### src/rtl/led_sr_if.sv
// Serial LED driver link: shift clock, data, latch strobe and frame-busy flag.
interface led_sr_if;
    logic sr_clk;
    logic sr_data;
    logic sr_latch;
    logic busy;

    modport master (output sr_clk, sr_data, sr_latch, busy);
    modport slave  (input  sr_clk, sr_data, sr_latch, busy);
endinterface

### src/rtl/led_status_controller.sv
// Stretches per-channel status events into LED on-times and mirrors the LED
// vector to an external shift-register driver, MSB first, with periodic refresh.
module led_status_controller #(
    parameter int N_CH           = 9,
    parameter int HOLD_CYCLES    = 8,
    parameter int CLK_DIV        = 2,
    parameter int REFRESH_CYCLES = 1024
) (
    input  logic            clk,
    input  logic            rst,
    input  logic [N_CH-1:0] event_in,
    input  logic            lamp_test,
    output logic [N_CH-1:0] led_out,
    led_sr_if.master        sr
);
    localparam int DIV_W = (CLK_DIV > 1) ? $clog2(CLK_DIV) : 1;
    localparam int IDX_W = (N_CH > 1) ? $clog2(N_CH) : 1;
    localparam int REF_W = $clog2(REFRESH_CYCLES);

    localparam logic [DIV_W-1:0] DIV_LAST = DIV_W'(CLK_DIV - 1);
    localparam logic [IDX_W-1:0] IDX_TOP  = IDX_W'(N_CH - 1);
    localparam logic [REF_W-1:0] REF_LAST = REF_W'(REFRESH_CYCLES - 1);
    localparam logic [15:0]      HOLD     = 16'(HOLD_CYCLES);

    localparam logic [1:0] S_IDLE     = 2'd0;
    localparam logic [1:0] S_SHIFT_LO = 2'd1;
    localparam logic [1:0] S_SHIFT_HI = 2'd2;
    localparam logic [1:0] S_LATCH    = 2'd3;

    logic [N_CH-1:0]       event_q;
    logic [N_CH-1:0]       rise;
    logic [N_CH-1:0][15:0] hold_q, hold_d;
    logic [N_CH-1:0]       led_state;
    logic [N_CH-1:0]       led_q;

    logic [1:0]            state_q, state_d;
    logic [DIV_W-1:0]      div_q, div_d;
    logic [IDX_W-1:0]      idx_q, idx_d;
    logic [REF_W-1:0]      ref_q, ref_d;
    logic [N_CH-1:0]       snap_q, snap_d;
    logic [N_CH-1:0]       shadow_q, shadow_d;
    logic                  sr_clk_q, sr_data_q, sr_latch_q, busy_q;
    logic                  div_last;

    // A rise reloads the counter outright, so retriggers extend rather than add.
    always_comb begin
        rise = event_in & ~event_q;
        for (int i = 0; i < N_CH; i++) begin
            if (rise[i])
                hold_d[i] = HOLD;
            else if (hold_q[i] != 16'd0)
                hold_d[i] = hold_q[i] - 16'd1;
            else
                hold_d[i] = hold_q[i];
            led_state[i] = (hold_q[i] != 16'd0) | lamp_test;
        end
    end

    always_comb begin
        state_d  = state_q;
        div_d    = div_q;
        idx_d    = idx_q;
        ref_d    = ref_q;
        snap_d   = snap_q;
        shadow_d = shadow_q;
        div_last = (div_q == DIV_LAST);
        case (state_q)
            S_IDLE: begin
                if ((led_q != shadow_q) || (ref_q == REF_LAST)) begin
                    state_d = S_SHIFT_LO;
                    snap_d  = led_q;
                    idx_d   = IDX_TOP;
                    div_d   = '0;
                    ref_d   = '0;
                end else begin
                    ref_d = ref_q + 1'b1;
                end
            end
            S_SHIFT_LO: begin
                if (div_last) begin
                    div_d   = '0;
                    state_d = S_SHIFT_HI;
                end else begin
                    div_d = div_q + 1'b1;
                end
            end
            S_SHIFT_HI: begin
                if (div_last) begin
                    div_d = '0;
                    if (idx_q == '0) begin
                        state_d = S_LATCH;
                    end else begin
                        idx_d   = idx_q - 1'b1;
                        state_d = S_SHIFT_LO;
                    end
                end else begin
                    div_d = div_q + 1'b1;
                end
            end
            S_LATCH: begin
                if (div_last) begin
                    div_d    = '0;
                    shadow_d = snap_q;
                    ref_d    = '0;
                    state_d  = S_IDLE;
                end else begin
                    div_d = div_q + 1'b1;
                end
            end
            default: state_d = S_IDLE;
        endcase
    end

    // Link outputs are registered from next-state so the external driver sees no glitches.
    always_ff @(posedge clk) begin
        if (rst) begin
            event_q    <= '0;
            hold_q     <= '0;
            led_q      <= '0;
            state_q    <= S_IDLE;
            div_q      <= '0;
            idx_q      <= '0;
            ref_q      <= '0;
            snap_q     <= '0;
            shadow_q   <= '0;
            sr_clk_q   <= 1'b0;
            sr_data_q  <= 1'b0;
            sr_latch_q <= 1'b0;
            busy_q     <= 1'b0;
        end else begin
            event_q    <= event_in;
            hold_q     <= hold_d;
            led_q      <= led_state;
            state_q    <= state_d;
            div_q      <= div_d;
            idx_q      <= idx_d;
            ref_q      <= ref_d;
            snap_q     <= snap_d;
            shadow_q   <= shadow_d;
            sr_clk_q   <= (state_d == S_SHIFT_HI);
            sr_data_q  <= ((state_d == S_SHIFT_LO) || (state_d == S_SHIFT_HI)) & snap_d[idx_d];
            sr_latch_q <= (state_d == S_LATCH);
            busy_q     <= (state_d != S_IDLE);
        end
    end

    assign led_out     = led_q;
    assign sr.sr_clk   = sr_clk_q;
    assign sr.sr_data  = sr_data_q;
    assign sr.sr_latch = sr_latch_q;
    assign sr.busy     = busy_q;
endmodule

### src/flat_wrapper.sv
// flat-port wrapper written by rule: the top's interface ports become plain ports
module led_status_controller_flat 
#(
    parameter int N_CH           = 9,
    parameter int HOLD_CYCLES    = 8,
    parameter int CLK_DIV        = 2,
    parameter int REFRESH_CYCLES = 1024
)
  (clk, rst, event_in, lamp_test, led_out, sr_sr_clk, sr_sr_data, sr_sr_latch, sr_busy);
  led_sr_if sr_i ();
  input  logic clk;
  input  logic rst;
  input  logic [N_CH-1:0] event_in;
  input  logic lamp_test;
  output logic [N_CH-1:0] led_out;
  output wire logic [$bits(sr_i.sr_clk)-1:0] sr_sr_clk;
  output wire logic [$bits(sr_i.sr_data)-1:0] sr_sr_data;
  output wire logic [$bits(sr_i.sr_latch)-1:0] sr_sr_latch;
  output wire logic [$bits(sr_i.busy)-1:0] sr_busy;
  assign sr_sr_clk = sr_i.sr_clk;
  assign sr_sr_data = sr_i.sr_data;
  assign sr_sr_latch = sr_i.sr_latch;
  assign sr_busy = sr_i.busy;
  led_status_controller #(.N_CH(N_CH), .HOLD_CYCLES(HOLD_CYCLES), .CLK_DIV(CLK_DIV), .REFRESH_CYCLES(REFRESH_CYCLES)) u_core (.clk(clk), .rst(rst), .event_in(event_in), .lamp_test(lamp_test), .led_out(led_out), .sr(sr_i));
endmodule
### config.mk
export PLATFORM = sky130hd
export DESIGN_NAME = led_status_controller_flat
export DESIGN_NICKNAME = d
export VERILOG_FILES = /design/src/rtl/led_sr_if.sv /design/src/rtl/led_status_controller.sv /design/src/flat_wrapper.sv
export SDC_FILE = /design/constraint.sdc
export NUM_CORES = 1
export LEC_CHECK = 0
export BUFFER_PORTS_ARGS = -buffer_cell sky130_fd_sc_hd__buf_4
export CAP_MARGIN = 20
export CORE_UTILIZATION = 33
export CTS_BUF_LIST = sky130_fd_sc_hd__clkbuf_8
export DETAILED_ROUTE_END_ITERATION = 7
export GPL_TIMING_DRIVEN = 0
export SLEW_MARGIN = 10
export SYNTH_ARGS = -nofsm -noshare
export SYNTH_HDL_FRONTEND = slang
export SYNTH_SLANG_ARGS = --single-unit
### constraint.sdc
create_clock -name clk -period 9.2 [get_ports clk]
set_input_delay 1.38 -clock clk [delete_from_list [all_inputs] [get_ports clk]]
set_output_delay 1.38 -clock clk [all_outputs]
set_load 0.005 [all_outputs]
; ---- Word-level counts from Yosys, hierarchy flattened
; Index checks and enable logic that the tools add are counted.
[totals]
wordCells = 139
reg_bits = 201
output_inout_bits = 13
[classes]
n_reduce_logical = 36
eq_ne = 10
n_mux = 38
bitwise_logic = 12
n_lt_le_gt_ge = 1
addsub = 12
[ops]
columns = operator, n
row1 = $reduce_bool A16 Y1, 9
row2 = $sub A16 B1 Y16 const B, 9
row3 = $mux W4, 21
row4 = $reduce_bool A2 Y1, 11
row5 = $mux W10, 2
row6 = $pmux W10 S2, 1
row7 = $mux W9, 2
row8 = $reduce_or A2 Y1, 9
row9 = $add A10 B1 Y10 const B, 1
row10 = $eq A10 B10 Y1 const B, 1
row11 = $mux W2, 5
row12 = $and A9 B9 Y9, 1
row13 = $ne A9 B9 Y1, 1
row14 = $not A9 Y9, 1
row15 = $or A1 B1 Y1, 9
row16 = $eq A2 B2 Y1 const B, 4
row17 = $pmux W2 S4, 1
row18 = $pmux W4 S2, 1
row19 = $lt A4 B5 Y1 const B, 1
row20 = $bmux W1 S4, 1
row21 = $eq A2 B1 Y1 const B, 2
row22 = $logic_not A4 Y1, 1
row23 = $ne A2 B1 Y1 const B, 2
row24 = $reduce_and A2 Y1, 2
row25 = other kinds (8), 11

; ---- Depth between registers and ports, before layout
[logic_depth]
word_depth = 7
depth_mapped = 14

; ---- Least setup slack after synthesis
; No wires, ideal clock.
[synth_timing]
path_kind = register to register
from = register u_core.ref_q[0]
to = register u_core.sr_data_q, in the netlist u_core.sr.sr_data
arrival_ns = 3.083
path_buffers = 2
t_required_ns = 9.141
path_stages_with_launch = 14
setup_time_ns = 0.059
path_slack_ns = 6.058
synth_period_minus_slack_ns = 3.142
cell_sequence = dfxtp_1 > ha_1 > and3_1 > nand4_1 > and4_1 > clkbuf_1 > nand2_1 > clkbuf_1 > nand3_1 > ha_1 > or2_2 > a211o_1 > or3b_2 > nand2_1
[synth_between]
elab_chain_cells = 7
elab_cells_between_ends = 14
cone_classes = eq/ne (3) / mux (8) / bitwise (1) / reduce/logical (2)
[synth_rtl]
columns = element, line
row1 = "start, declared", led_status_controller.sv:39  ; logic [REF_W-1:0] ref_q, ref_d;
row2 = "start signal, assigned", led_status_controller.sv:137  ; ref_q <= ref_d;
row3 = $eq A10 B10 Y1 *, led_status_controller.sv:69  ; if ((led_q != shadow_q) || (ref_q == REF_LAST)) begin
row4 = $logic_or A1 B1 Y1 *, led_status_controller.sv:69
row5 = $mux W4 (tied with other cells), led_status_controller.sv:69
row6 = $pmux W4 S2 (tied with other cells), led_status_controller.sv:67  ; case (state_q)
row7 = $bmux W1 S4 (tied with other cells), led_status_controller.sv:141  ; sr_data_q <= ((state_d == S_SHIFT_LO) || (state_d == S_SHIFT_HI)) & snap_d[idx_d];
row8 = $mux W1 (not written as such) or $logic_or A1 B1 Y1 (tied branches), led_status_controller.sv:141
row9 = $and A1 B1 Y1 *, led_status_controller.sv:141
row10 = "end signal, assigned", led_status_controller.sv:141
row11 = "end, declared", led_status_controller.sv:42  ; logic sr_clk_q, sr_data_q, sr_latch_q, busy_q;
; Mark *: on every way between the ends. The rest lies on a longest branch, timed or not. The select of a mux whose other input is x is not followed.
; A chain may end at the register's enable or synchronous reset.

; ---- Worst setup path after layout
; Ends and elaborated chain as after synthesis.

==> insert_results.sql <==
INSERT INTO impl_metrics (metric_group, metric, value, unit) VALUES
('global_route', 'antenna_found_initial', '0', ''),
('floorplan', 'floorplan.rows', '59', ''),
('worst_setup_path', 'max_stage_delay', '470', 'ps'),
('power_and_ir_drop', 'p_leak', '0.00393', 'µW'),
('floorplan', 'area_of_the_die', '27500', 'µm²'),
('synth', 'mappedNetlistNets', '1051', ''),
('synth', 'synthSimpleGateAreaFrac', '29.7', '%'),
('min_path', 'min-delay-path-class', 'reg2reg', ''),
('worst_setup_path', 'critPathMaxFanout', '10', ''),
('global_route', 'grt_use_met2', '19.7', '%'),
('power_and_ir_drop', 'power', '4040', 'µW'),
('detailed_routing', 'drt_drc_violations_left', '4', ''),
('final_layout', 'regArea', '4020', 'µm²'),
('status', 'failed_checks', 'design-rule violations', ''),
('timing', 'final_worst_hold_slack', '462', 'ps'),
('final_layout', 'antenna_cells', '0', ''),
('worst_setup_path', 'worst_ep_required_time', '9660', 'ps'),
('timing', 'slew_viol_final', '0', ''),
('clock_network', 'cts_sinks', '201', ''),
('synth', 'adder_cell_share_of_the_synthesized_area', '2.12', '%'),
('status', 'status', 'finished, violations left', ''),
('clock_network', 'clockRootBuffer', 'clkbuf_8', ''),
('synth', 'synth-xor-area-share', '9.89', '%'),
('power_and_ir_drop', 'power.density', '400', 'nW/µm²'),
('timing', 'grt_setup_unrepaired', 'no', ''),
('worst_setup_path', 'setup.worst_path.end', 'u_core.sr.sr_data', ''),
('global_route', 'global_route.usage.total', '13.1', '%'),
('synth', 'synth_sequential_area_ratio', '45.4', '%'),
('synth', 'synth_top_area_cells', 'dfxtp_1 45%, nor2_1 8.1%, xnor2_1 6.4%', ''),
('clock_network', 'cts_resized', '0', ''),
('detailed_routing', 'route.antenna.remaining_nets', '0', ''),
('synth', 'synth-edff-count', '0', ''),
('timing', 'final-setup-viol-count', '0', ''),
('synth', 'synthMuxAreaShare', '1.99', '%'),
('synth', 'synth_area_leader_cell', 'dfxtp_1', ''),
('worst_setup_path', 'critical_path_arrival', '4280', 'ps'),
('final_layout', 'total_number_of_nets_in_the_final_design', '1110', ''),
('flow_run', 'cap_violations', '0', ''),
('clock_network', 'post_cts_buffers', '0', ''),
('detailed_routing', 'drt-wirelength-per-cell', '12.3', 'µm'),
('worst_setup_path', 'register_to_register_path_depth', '13', ''),
('clock_network', 'ctsHtreeMaxLevel', '2', ''),
('detailed_routing', 'vias_per_cell', '4.75', ''),
('place', 'place.detailed.instances', '1382', ''),
('synth', 'count_of_different_cell_masters_after_synthesis', '50', ''),
('global_route', 'globalRoute.totalOverflow', '0', ''),
('worst_setup_path', 'worst_path_max_delay_cell', 'or3b_2', ''),
('timing', 'worst_relative_slew_slack', '41.5', '%'),
('floorplan', 'top_level_ports', '25', ''),
('global_route', 'grt_use_met1', '18.1', '%'),
('synth', 'synth_top_family_by_area', 'simple AND/OR/NAND/NOR gates', ''),
('global_route', 'grt_start_max_net_pins', '11', ''),
('final_layout', 'post_route_cells_drive_above_1_share', '10.4', '%'),
('worst_setup_path', 'worst_setup_path_startpoint', 'u_core.ref_q[0]', ''),
('timing', 'finalCritPeriodShare', '41.5', '%'),
('global_route', 'grt_use_met3', '3.43', '%'),
('synth', 'ys_ff_latch', '201', ''),
('final_layout', 'final.fill_count', '2654', ''),
('detailed_routing', 'via_count', '6820', ''),
('timing', 'slew_at_the_pin_closest_to_its_max_slew_limit', '877', 'ps'),
('global_route', 'first_pass_grt_wire_length', '30.2', 'mm'),
('worst_setup_path', 'worst_setup_path_end_kind', 'register', ''),
('synth', 'synth_compound_gate_area_share', '7.84', '%'),
('final_layout', 'multiInputGateArea', '4560', 'µm²'),
('global_route', 'busiest_layer', 'met2', ''),
('clock_network', 'cts.path.max_buffers', '3', ''),
('floorplan', 'die_width', '166', 'µm'),
('detailed_routing', 'totalWireLength', '17.7', 'mm'),
('timing', 'hold_viol', '0', ''),
('worst_setup_path', 'crit_path_start_kind', 'register', ''),
('worst_setup_path', 'ff2ff_setup_slack', '5380', 'ps');
-- cell type report --
cell class | instances | area share [%]
clock buffer | 44 | 5.99
tap | 335 | 4.15
sequential | 201 | 39.8
inverter | 29 | 1.08
multi-input combinational | 762 | 45.2
clock inverter | 11 | 0.458
buffer | 32 | 1.61
timing repair buffer | 23 | 1.71
-- critical path, delay by kind of cell, from the launching register on --
family          cells  cell delay, ps
compound gates      1             270
fa+ha+maj           2             560
buf+inv             2             600
flops               1             370
simple gates        8            1960
-- cells by family after synthesis --
family          count (synthesis)
compound gates                127
mux                            16
buf+inv                        61
flops                         201
simple gates                  504
fa+ha+maj                      15
xor+xnor                      100
-- power breakdown --
part,total [µW],internal [µW],switching [µW]
clock,773,424,349
sequential,1340,1120,219
combinational,1920,912,1010
-- state kept, by name, indices dropped and copies added, names as in the netlist --
name	cells
u_core.div_last	1
u_core.event_q	9
u_core.hold_q	144
u_core.idx_q	4
u_core.led_out	9
u_core.ref_q	10
u_core.shadow_q	9
u_core.snap_q	9
u_core.sr.busy	1
u_core.sr.sr_clk	1
u_core.sr.sr_data	1
u_core.sr.sr_latch	1
u_core.state_q	2
-- per-stage QoR --
step | instance area, µm² | util [%]
after floorplan | 8860 | -
after global placement | 9450 | 36.1
after detailed placement | 9450 | 36.1
after CTS | 10100 | 38.5
after global routing | 10100 | 38.5
final | 10100 | 38.5
-- cell usage after synthesis, drive strengths merged (10+ instances only) --
| library cell | instances |
|---|---|
| o21ai | 38 |
| and3 | 12 |
| nor2 | 192 |
| a21oi | 61 |
| nor4 | 30 |
| ha | 15 |
| a211oi | 12 |
| or4 | 12 |
| inv | 29 |
| nand2 | 73 |
| nor2b | 14 |
| mux2i | 12 |
| nor3 | 34 |
| clkbuf | 23 |
| dfxtp | 201 |
| nand4 | 10 |
| nand3 | 35 |
| xnor2 | 65 |
| xor2 | 35 |
| nand2b | 27 |
| or3 | 40 |
-- per-layer routing --
layer	vias up	wire (µm)
met1	3069	9170
li1	3631	-
met4	0	356
met2	89	7240
met3	31	906
met5	-	0
-- worst min-delay path by stage --
stage | from | to | slack, ps | cells past startpoint
after CTS | u_core.snap_q[8] | u_core.shadow_q[8] | 460 | 2
after global placement | u_core.hold_q[137] | u_core.hold_q[137] | 450 | 2
after detailed placement | u_core.hold_q[137] | u_core.hold_q[137] | 460 | 2
final | u_core.snap_q[8] | u_core.shadow_q[8] | 460 | 2
after global routing | u_core.hold_q[137] | u_core.hold_q[137] | 480 | 2
after floorplan | u_core.hold_q[137] | u_core.hold_q[137] | 440 | 2
(Power assumes the default switching activity.)
